[src/rtl/pucch_bit_scrambler.sv]
// PUCCH payload bit scrambler: b~(i) = b(i) ^ c(i), with c(i) pulled word-wise from c_seq_gen.
// Optional build macro PUCCH_SCR_BYPASS_EN adds i_bypass (captured on i_start), which
// skips c_seq_gen traffic and passes payload through with tail masking only.
module pucch_bit_scrambler #(
  parameter int nGenBit   = 8,
  parameter int NUM_BIT_W = 16
) (
  input  logic                 clk,
  input  logic                 rst_n,
  input  logic                 i_start,
  input  logic [30:0]          i_c_init,
  input  logic [NUM_BIT_W-1:0] i_num_bits,
  input  logic                 i_abort,
`ifdef PUCCH_SCR_BYPASS_EN
  input  logic                 i_bypass,
`endif
  input  logic [nGenBit-1:0]   s_data,
  input  logic                 s_valid,
  output logic                 s_ready,
  output logic [nGenBit-1:0]   m_data,
  output logic                 m_valid,
  output logic                 m_last,
  input  logic                 m_ready,
  output logic                 o_cgen_en,
  output logic                 o_cgen_load,
  output logic [30:0]          o_cgen_init,
  input  logic [nGenBit-1:0]   i_cgen_seq,
  input  logic                 i_cgen_valid,
  output logic                 o_busy,
  output logic                 o_done
);

  localparam int TW = (nGenBit > 1) ? $clog2(nGenBit) : 1;

  typedef enum logic [1:0] {IDLE, LOAD, RUN, DRAIN} state_t;

  state_t                 state_q, state_d;
  logic [NUM_BIT_W-1:0]   nw_q, req_q, win_q;
  logic [TW-1:0]          tail_q;
  logic [30:0]            cinit_q;
  logic                   inflt_q;
  logic [nGenBit-1:0]     fifo_q [2];
  logic                   wptr_q, rptr_q;
  logic [1:0]             cnt_q;
  logic [nGenBit-1:0]     mdata_q;
  logic                   mvalid_q, mlast_q, done_q;
  logic                   byp_q;

  logic                   run, accept, pop, push, last_word, cgen_en, cgen_load;
  logic [2:0]             occ;
  logic [nGenBit-1:0]     c_head, mask, word_d;

`ifdef PUCCH_SCR_BYPASS_EN
  // Bypass selection is latched per codeword
  always_ff @(posedge clk) begin
    if (!rst_n)                                    byp_q <= 1'b0;
    else if (state_q == IDLE && i_start && !i_abort) byp_q <= i_bypass;
  end
`else
  assign byp_q = 1'b0;
`endif

  // Datapath handshakes, c-word credit and final-word masking
  always_comb begin
    run       = (state_q == RUN);
    s_ready   = run && (byp_q || cnt_q != 2'd0) && (!mvalid_q || m_ready) && (win_q < nw_q);
    accept    = s_valid && s_ready;
    pop       = accept && !byp_q;
    push      = i_cgen_valid && (state_q != IDLE) && (cnt_q != 2'd2);
    last_word = (win_q == nw_q - NUM_BIT_W'(1));
    c_head    = byp_q ? '0 : fifo_q[rptr_q];
    for (int b = 0; b < nGenBit; b++) mask[b] = (tail_q == '0) || (TW'(b) < tail_q);
    word_d    = (s_data ^ c_head) & (last_word ? mask : '1);
    // occupancy after this cycle's pop plus the request still in flight
    occ       = 3'(cnt_q) + 3'(inflt_q) - 3'(pop);
    cgen_load = (state_q == LOAD) && !byp_q && !i_abort;
    cgen_en   = run && !byp_q && !i_abort && (occ < 3'd2) && (req_q < nw_q);
  end

  // Next-state logic; abort overrides everything
  always_comb begin
    state_d = state_q;
    case (state_q)
      IDLE:    if (i_start && i_num_bits != '0) state_d = LOAD;
      LOAD:    state_d = RUN;
      RUN:     if (accept && last_word) state_d = DRAIN;
      DRAIN:   if (mvalid_q && m_ready) state_d = IDLE;
      default: state_d = IDLE;
    endcase
    if (i_abort) state_d = IDLE;
  end

  // State, codeword parameters, request/word counters and done pulse
  always_ff @(posedge clk) begin
    if (!rst_n) begin
      state_q <= IDLE;
      nw_q    <= '0;
      req_q   <= '0;
      win_q   <= '0;
      tail_q  <= '0;
      cinit_q <= '0;
      inflt_q <= 1'b0;
      done_q  <= 1'b0;
    end else begin
      state_q <= state_d;
      done_q  <= 1'b0;
      if (i_abort) begin
        req_q   <= '0;
        win_q   <= '0;
        inflt_q <= 1'b0;
      end else begin
        inflt_q <= cgen_load || cgen_en;
        if (cgen_load || cgen_en) req_q <= req_q + NUM_BIT_W'(1);
        if (accept)               win_q <= win_q + NUM_BIT_W'(1);
        if (state_q == IDLE && i_start) begin
          cinit_q <= i_c_init;
          nw_q    <= (i_num_bits - NUM_BIT_W'(1)) / NUM_BIT_W'(nGenBit) + NUM_BIT_W'(1);
          tail_q  <= TW'(i_num_bits % NUM_BIT_W'(nGenBit));
          req_q   <= '0;
          win_q   <= '0;
          if (i_num_bits == '0) done_q <= 1'b1;
        end
        if (state_q == DRAIN && mvalid_q && m_ready) done_q <= 1'b1;
      end
    end
  end

  // Two-entry c-word FIFO; stale words arriving in IDLE are dropped
  always_ff @(posedge clk) begin
    if (!rst_n || i_abort) begin
      for (int e = 0; e < 2; e++) fifo_q[e] <= '0;
      wptr_q <= 1'b0;
      rptr_q <= 1'b0;
      cnt_q  <= 2'd0;
    end else begin
      if (push) begin
        fifo_q[wptr_q] <= i_cgen_seq;
        wptr_q         <= ~wptr_q;
      end
      if (pop) rptr_q <= ~rptr_q;
      cnt_q <= cnt_q + 2'(push) - 2'(pop);
    end
  end

  // Output register; holds while stalled by m_ready
  always_ff @(posedge clk) begin
    if (!rst_n) begin
      mdata_q  <= '0;
      mvalid_q <= 1'b0;
      mlast_q  <= 1'b0;
    end else if (i_abort) begin
      mvalid_q <= 1'b0;
      mlast_q  <= 1'b0;
    end else if (accept) begin
      mdata_q  <= word_d;
      mvalid_q <= 1'b1;
      mlast_q  <= last_word;
    end else if (m_ready) begin
      mvalid_q <= 1'b0;
      mlast_q  <= 1'b0;
    end
  end

  assign m_data      = mdata_q;
  assign m_valid     = mvalid_q;
  assign m_last      = mlast_q;
  assign o_cgen_en   = cgen_en;
  assign o_cgen_load = cgen_load;
  assign o_cgen_init = cinit_q;
  assign o_busy      = (state_q != IDLE);
  assign o_done      = done_q;

endmodule

[config.mk]
export PLATFORM = sky130hd
export DESIGN_NAME = pucch_bit_scrambler
export DESIGN_NICKNAME = d
export VERILOG_FILES = /design/src/rtl/pucch_bit_scrambler.sv
export SDC_FILE = /design/constraint.sdc
export NUM_CORES = 1
export LEC_CHECK = 0
export ABC_AREA = 1
export CORE_MARGIN = 5
export CORE_UTILIZATION = 45
export CTS_BUF_LIST = sky130_fd_sc_hd__clkbuf_8
export CTS_CLUSTER_SIZE = 12
export DETAILED_ROUTE_END_ITERATION = 10
export PLACE_DENSITY = 0.77
export RECOVER_POWER = 50
export REMOVE_ABC_BUFFERS = 1
export SYNTH_ARGS = -nofsm -noshare
export SYNTH_HDL_FRONTEND = slang
export SYNTH_SLANG_ARGS = --single-unit
export TNS_END_PERCENT = 20
[constraint.sdc]
create_clock -name clk -period 4.4 [get_ports clk]
set_input_delay 0.88 -clock clk [delete_from_list [all_inputs] [get_ports clk]]
set_output_delay 0.88 -clock clk [all_outputs]
set_load 0.005 [all_outputs]
Word level (Yosys, flattened, before mapping)
Memory sizes are Yosys's and may differ from the RTL's. A register that Yosys moved wholly into a read port is not among the register bits.
Cells that the tools add are included.
W data, S select, Z words.

cells by class
  add/subtract/negate cells = 9
  multipliers = 0
  divide/modulo/power cells = 0
  magnitude comparators = 11
  eq/ne operators = 8
  shift operators = 0
  multiplexer cells = 21
  bitwise operators = 6
  reduce and logical (&&, ||, !) cells = 43

operator list
  kind                     count
  $add A16 B1 Y16 const B  2
  $lt A16 B16 Y1           2
  $sub A16 B1 Y16 const B  2
  $eq A16 B16 Y1           1
  $logic_and A1 B1 Y1      16
  $logic_not A16 Y1        1
  $mux W8                  2
  $reduce_bool A16 Y1      1
  $mux W1                  15
  $add A13 B1 Y14 const B  1
  $lt A3 B3 Y1 const A     4
  $logic_or A1 B1 Y1       11
  $and A8 B8 Y8            1
  $pmux W2 S4              1
  $reduce_or A8 Y1         1
  $xor A8 B8 Y8            1
  $lt A1 B3 Y1 const A     2
  $lt A2 B3 Y1 const A     2
  $mux W2                  3
  $ne A2 B2 Y1 const B     3
  $reduce_bool A2 Y1       3
  $eq A2 B2 Y1 const B     2
  $not A1 Y1               4
  $reduce_and A2 Y1        2
  13 further kinds         15

storage, ports and cells
  flip-flop bits (word level) = 100
  latch bits = 0
  memory bits (writable) = 16
  bits in read-only memories = 0
  bits of input ports = 70
  output and inout bits = 46
  logic and storage cells = 113
  memories kept = 1

memories
  memory  depth  bits a word  rd ports  clocked after Yosys merged registers in  wr ports  RTL line  text
  fifo_q  2      8            1         1                                        2         42        logic [nGenBit-1:0] fifo_q [2];

Logic depth before layout (Yosys ltp)
  word-level depth = 10
  gate-level depth with buffers = 23

Worst setup path after synthesis
OpenSTA, ideal clock, no wires.

  path kind = in2out
  from = input m_ready
  to = output o_cgen_en
  arrival = 2.676 ns
  data required time = 3.520 ns
  setup slack = 0.844 ns
  stages = 15
  cells stage by stage = inv_1 -> nand2_1 -> o211ai_1 -> nor2_1 -> nand2_1 -> inv_1 -> nand2_2 -> nor2_4 -> ha_1 -> inv_1 -> nand2_1 -> fa_1 -> xnor2_1 -> nand3_1 -> nor3_1

on the way
  word-level cells in the longest chain between the ends = 8

RTL lines
  element                            RTL line  text
  from (decl)                        23        input logic m_ready,
  $logic_or A1 B1 Y1                 66        s_ready = run && (byp_q || cnt_q != 2'd0) && (!mvalid_q || m_ready) && (win_q < nw_q);
  $logic_and A1 B1 Y1 (2 in series)  66
  $logic_and A1 B1 Y1                67        accept = s_valid && s_ready;
  via accept                         49        logic run, accept, pop, push, last_word, cgen_en, cgen_load;
  $sub A3 B1 Y3                      75        occ = 3'(cnt_q) + 3'(inflt_q) - 3'(pop);
  $lt A3 B2 Y1                       77        cgen_en = run && !byp_q && !i_abort && (occ < 3'd2) && (req_q < nw_q);
  $logic_and A1 B1 Y1 (2 in series)  77
  to (decl)                          24        output logic o_cgen_en,

The timed path passes the listed nets, and every way through them passes these cells.

Final worst setup path
Ends and elaborated chain as after synthesis.

==> results.ini <==
[worst_setup_path]
ff2ff_setup_slack_ps=960
cpLargestDelayFamily=buffers and inverters
crit_buf_inv=5
worstSetupEndpointType=primary output
critPathRequiredTime_ps=3520
critical_path.max_stage_delay_ps=480
startpoint_type=input pin
worstPathArrival_ps=3280
crit_chain=clkdlybuf4s50_1, inv_1, nand2_1, o211ai_1, nor2_1, nand2_1, inv_1, nand2_2, nor2_4, ha_1, inv_1, nand2_1, fa_1, xnor2_1, nand3_1, nor3_2, clkbuf_2
path_max_fanout=2
crit_slowest_cell=clkdlybuf4s50_1
worstSetupPathType=in2out

[route]
drc=0
ant_nets=0
viasPerCell=5.067
first_pass_iters=4
vias=6466
initialDrtViolationCount=362
avgRoutedWirePerCell_um=13.32
wl_um=16990

[placement]
place_hpwl_um=12850
place_congestion=0.8654
dpl_worst_slack_ps=-169.8
dpl_cell_area_um2=8142
placed_cells=1244
port_buffers=115

[synth]
netlist.area_leader.share=0.2921
synth-seq-area-share=0.3630
synth_compound_area_frac=0.1247
synthCells=955
ys_ff_latch=115
yosys.cell_types.count=42
synth_xor_xnor_area_share=0.04260
synth.largest_area_cell=dfxtp_1
synth_top_family_by_area=simple AND/OR/NAND/NOR gates
synth_area_leaders=dfxtp_1 29%, nand2_1 10%, nor2_1 8.0%
synth-adder-area-share=0.07304
ys.flop_type=dfxtp_1
yosys_warnings=0
muxShareOfSynthArea=0.01180
synth_edf_count=16
syn_area_um2=6784
ys_async_sr_fraction=0
syn_avg_cell_area_um2=7.104
yosys.area_share.simple=0.3041

[layout]
stdcell_area_um2=8522
fin_util=0.5819
n_antenna_cell=0
syn2layout_area_growth_pct=25.62
nNetsFinal=1188
n_fill_cell=1354
final_cells=1276
drive_gt1_frac=0.08150

[global_route]
antenna_found_initial=0
grt_max_degree=60
grt_overflow=0
grt_pass1_wl_um=28880
grt_pass1_vias=6395
grtUsageTotal=0.1975

[sta]
tightestPinTransition_ps=1495
hold_viol=0
final-setup-viol-count=0
period_minus_slack_ps=4158
post-route-period-util=0.9451
slew_violations=0
slew_headroom=0.003411
max_freq_ghz=0.2405
setup_slack_ps=241.7
fin_worst_skew_ps=13.10
rsz0062_at_grt=false

[cts]
clkTransAtPathRegs_ps=80
postCtsSetupRepairBufs=0
cts_buffers=17
clock_tree.buffer_depth=2
htreeDepth=4
cts_tree=built
cts.sinks=115
clockRootBuffer=clkbuf_8
clock_latency_ps=440

[floorplan]
die_h_um=132.8
start_util=0.4633
io-pin-count=116
row_count=44
fp.coreArea_um2=14640
die_area_um2=17630
die_w_um=132.8

[pwr]
powerDensity_nw_per_um2=304.4
leakagePower_nw=3.740
ir_drop_mv=0.2991

[flow_run]
cap_violations=1

[run_status]
outcome=finished with violations
violations=max-capacitance violations

[min_path]
hold_path.class=reg2reg

## power by group
group	total [W]	switching (W)	internal [W]
sequential	0.00113	0.0000262	0.00111
clock	0.000978	0.000471	0.000507
combinational	0.000481	0.000271	0.000210
total	0.00259	0.000768	0.00183
## stage by stage
stage	hold WS (ps)	TNS, ps	total power (W)
after CTS	489.3	0	0.002623
after global placement	457.8	-153.5	0.001639
after global routing	508.6	0	0.002741
after detailed placement	473.8	-169.8	0.001647
after floorplan	443.6	0	0.001441
final	486.9	0	0.002594
## cell families (layout without fill, tap and decap cells)
logic type      after synthesis  in the layout
flops                       115            115
compound gates              163            163
buf+inv                     137            274
fa+ha+maj                    39             39
simple gates                460            460
mux                           8              8
xor+xnor                     33             33
## per-layer routing
layer	wire length (µm)	global-route usage	part of all wire	vias to the layer above
met1	7432	0.2318	0.44	2928
met3	1481	0.08162	0.087	18
met4	268	0.05427	0.016	0
li1	-	-	-	3351
met5	0	0	0	-
met2	7811	0.3327	0.46	169
## Yosys cell counts (3+ instances only)
| cell type | number |
|---|---|
| buf_2 | 5 |
| o21ai_0 | 75 |
| edfxtp_1 | 16 |
| nand4_1 | 14 |
| nor2_1 | 144 |
| mux2i_1 | 8 |
| nor2_4 | 6 |
| xor2_1 | 12 |
| nor2_2 | 11 |
| inv_2 | 7 |
| nand2_2 | 12 |
| clkbuf_1 | 12 |
| xnor2_1 | 21 |
| o21ai_1 | 5 |
| o21a_1 | 4 |
| a21oi_1 | 73 |
| nor4_1 | 4 |
| nand2_4 | 3 |
| nand3_1 | 55 |
| dfxtp_1 | 99 |
| inv_1 | 108 |
| nand2_1 | 183 |
| nor3_1 | 17 |
| ha_1 | 38 |
## layout by cell type, fill, tap and decap left out, drive strengths merged, types with 2 or more instances in the layout
cell	Yosys	final
a21oi	74	74
buf	9	9
bufinv	0	2
clkbuf	12	21
clkdlybuf4s50	0	71
clkinv	0	8
dfxtp	99	99
dlygate4sd3	0	43
edfxtp	16	16
ha	38	38
inv	115	119
mux2i	8	8
nand2	198	198
nand3	58	58
nand3b	2	2
nand4	14	14
nor2	162	162
nor3	18	18
nor4	4	4
o21a	4	4
o21ai	80	80
or2	2	2
xnor2	21	21
xor2	12	12
## what timing repair did
item	CTS	global route
hold endpoints to repair	0	0
gates cloned	0	0
resized for setup	2	6
hold buffers	0	0
pin swaps	1	2
setup endpoints to repair	1	1
## sequential cells by signal, indices dropped and copies added (netlist names), named ones only
signal	cells
wptr_q	1
win_q	16
nw_q	14
cnt_q	2
o_done	1
state_q	2
req_q	16
inflt_q	1
o_cgen_init	31
m_valid	1
m_data	8
tail_q	3
rptr_q	1
fifo_q	16
m_last	1
## path summary, 6_finish.rpt
path | from | endpoint | cells past startpoint
worst min-delay path | m_data[7] | m_data[7] | 2
worst min register to register | m_data[7] | m_data[7] | 2
worst max register to register | state_q[0] | nw_q[1] | 9
worst max-delay path | m_ready | o_cgen_en | 17
## area by class of cell
class | instances | area, µm² | share of cell area
Clock buffer | 17 | 234.0 | 0.02746
Clock inverter | 15 | 158.9 | 0.01865
Inverter | 115 | 431.7 | 0.05065
Multi-Input combinational cell | 703 | 3776 | 0.4431
Sequential cell | 115 | 2465 | 0.2892
Tap cell | 184 | 230.2 | 0.02702
Timing Repair Buffer | 127 | 1226 | 0.1439
## worst reg2reg max path, delay by kind of cell (launching register included)
family | cells | cell delay [ps]
fa+ha+maj | 1 | 190
compound gates | 2 | 570
flops | 1 | 330
buf+inv | 4 | 1970
simple gates | 2 | 230
Power figures use the tool's default switching activity.
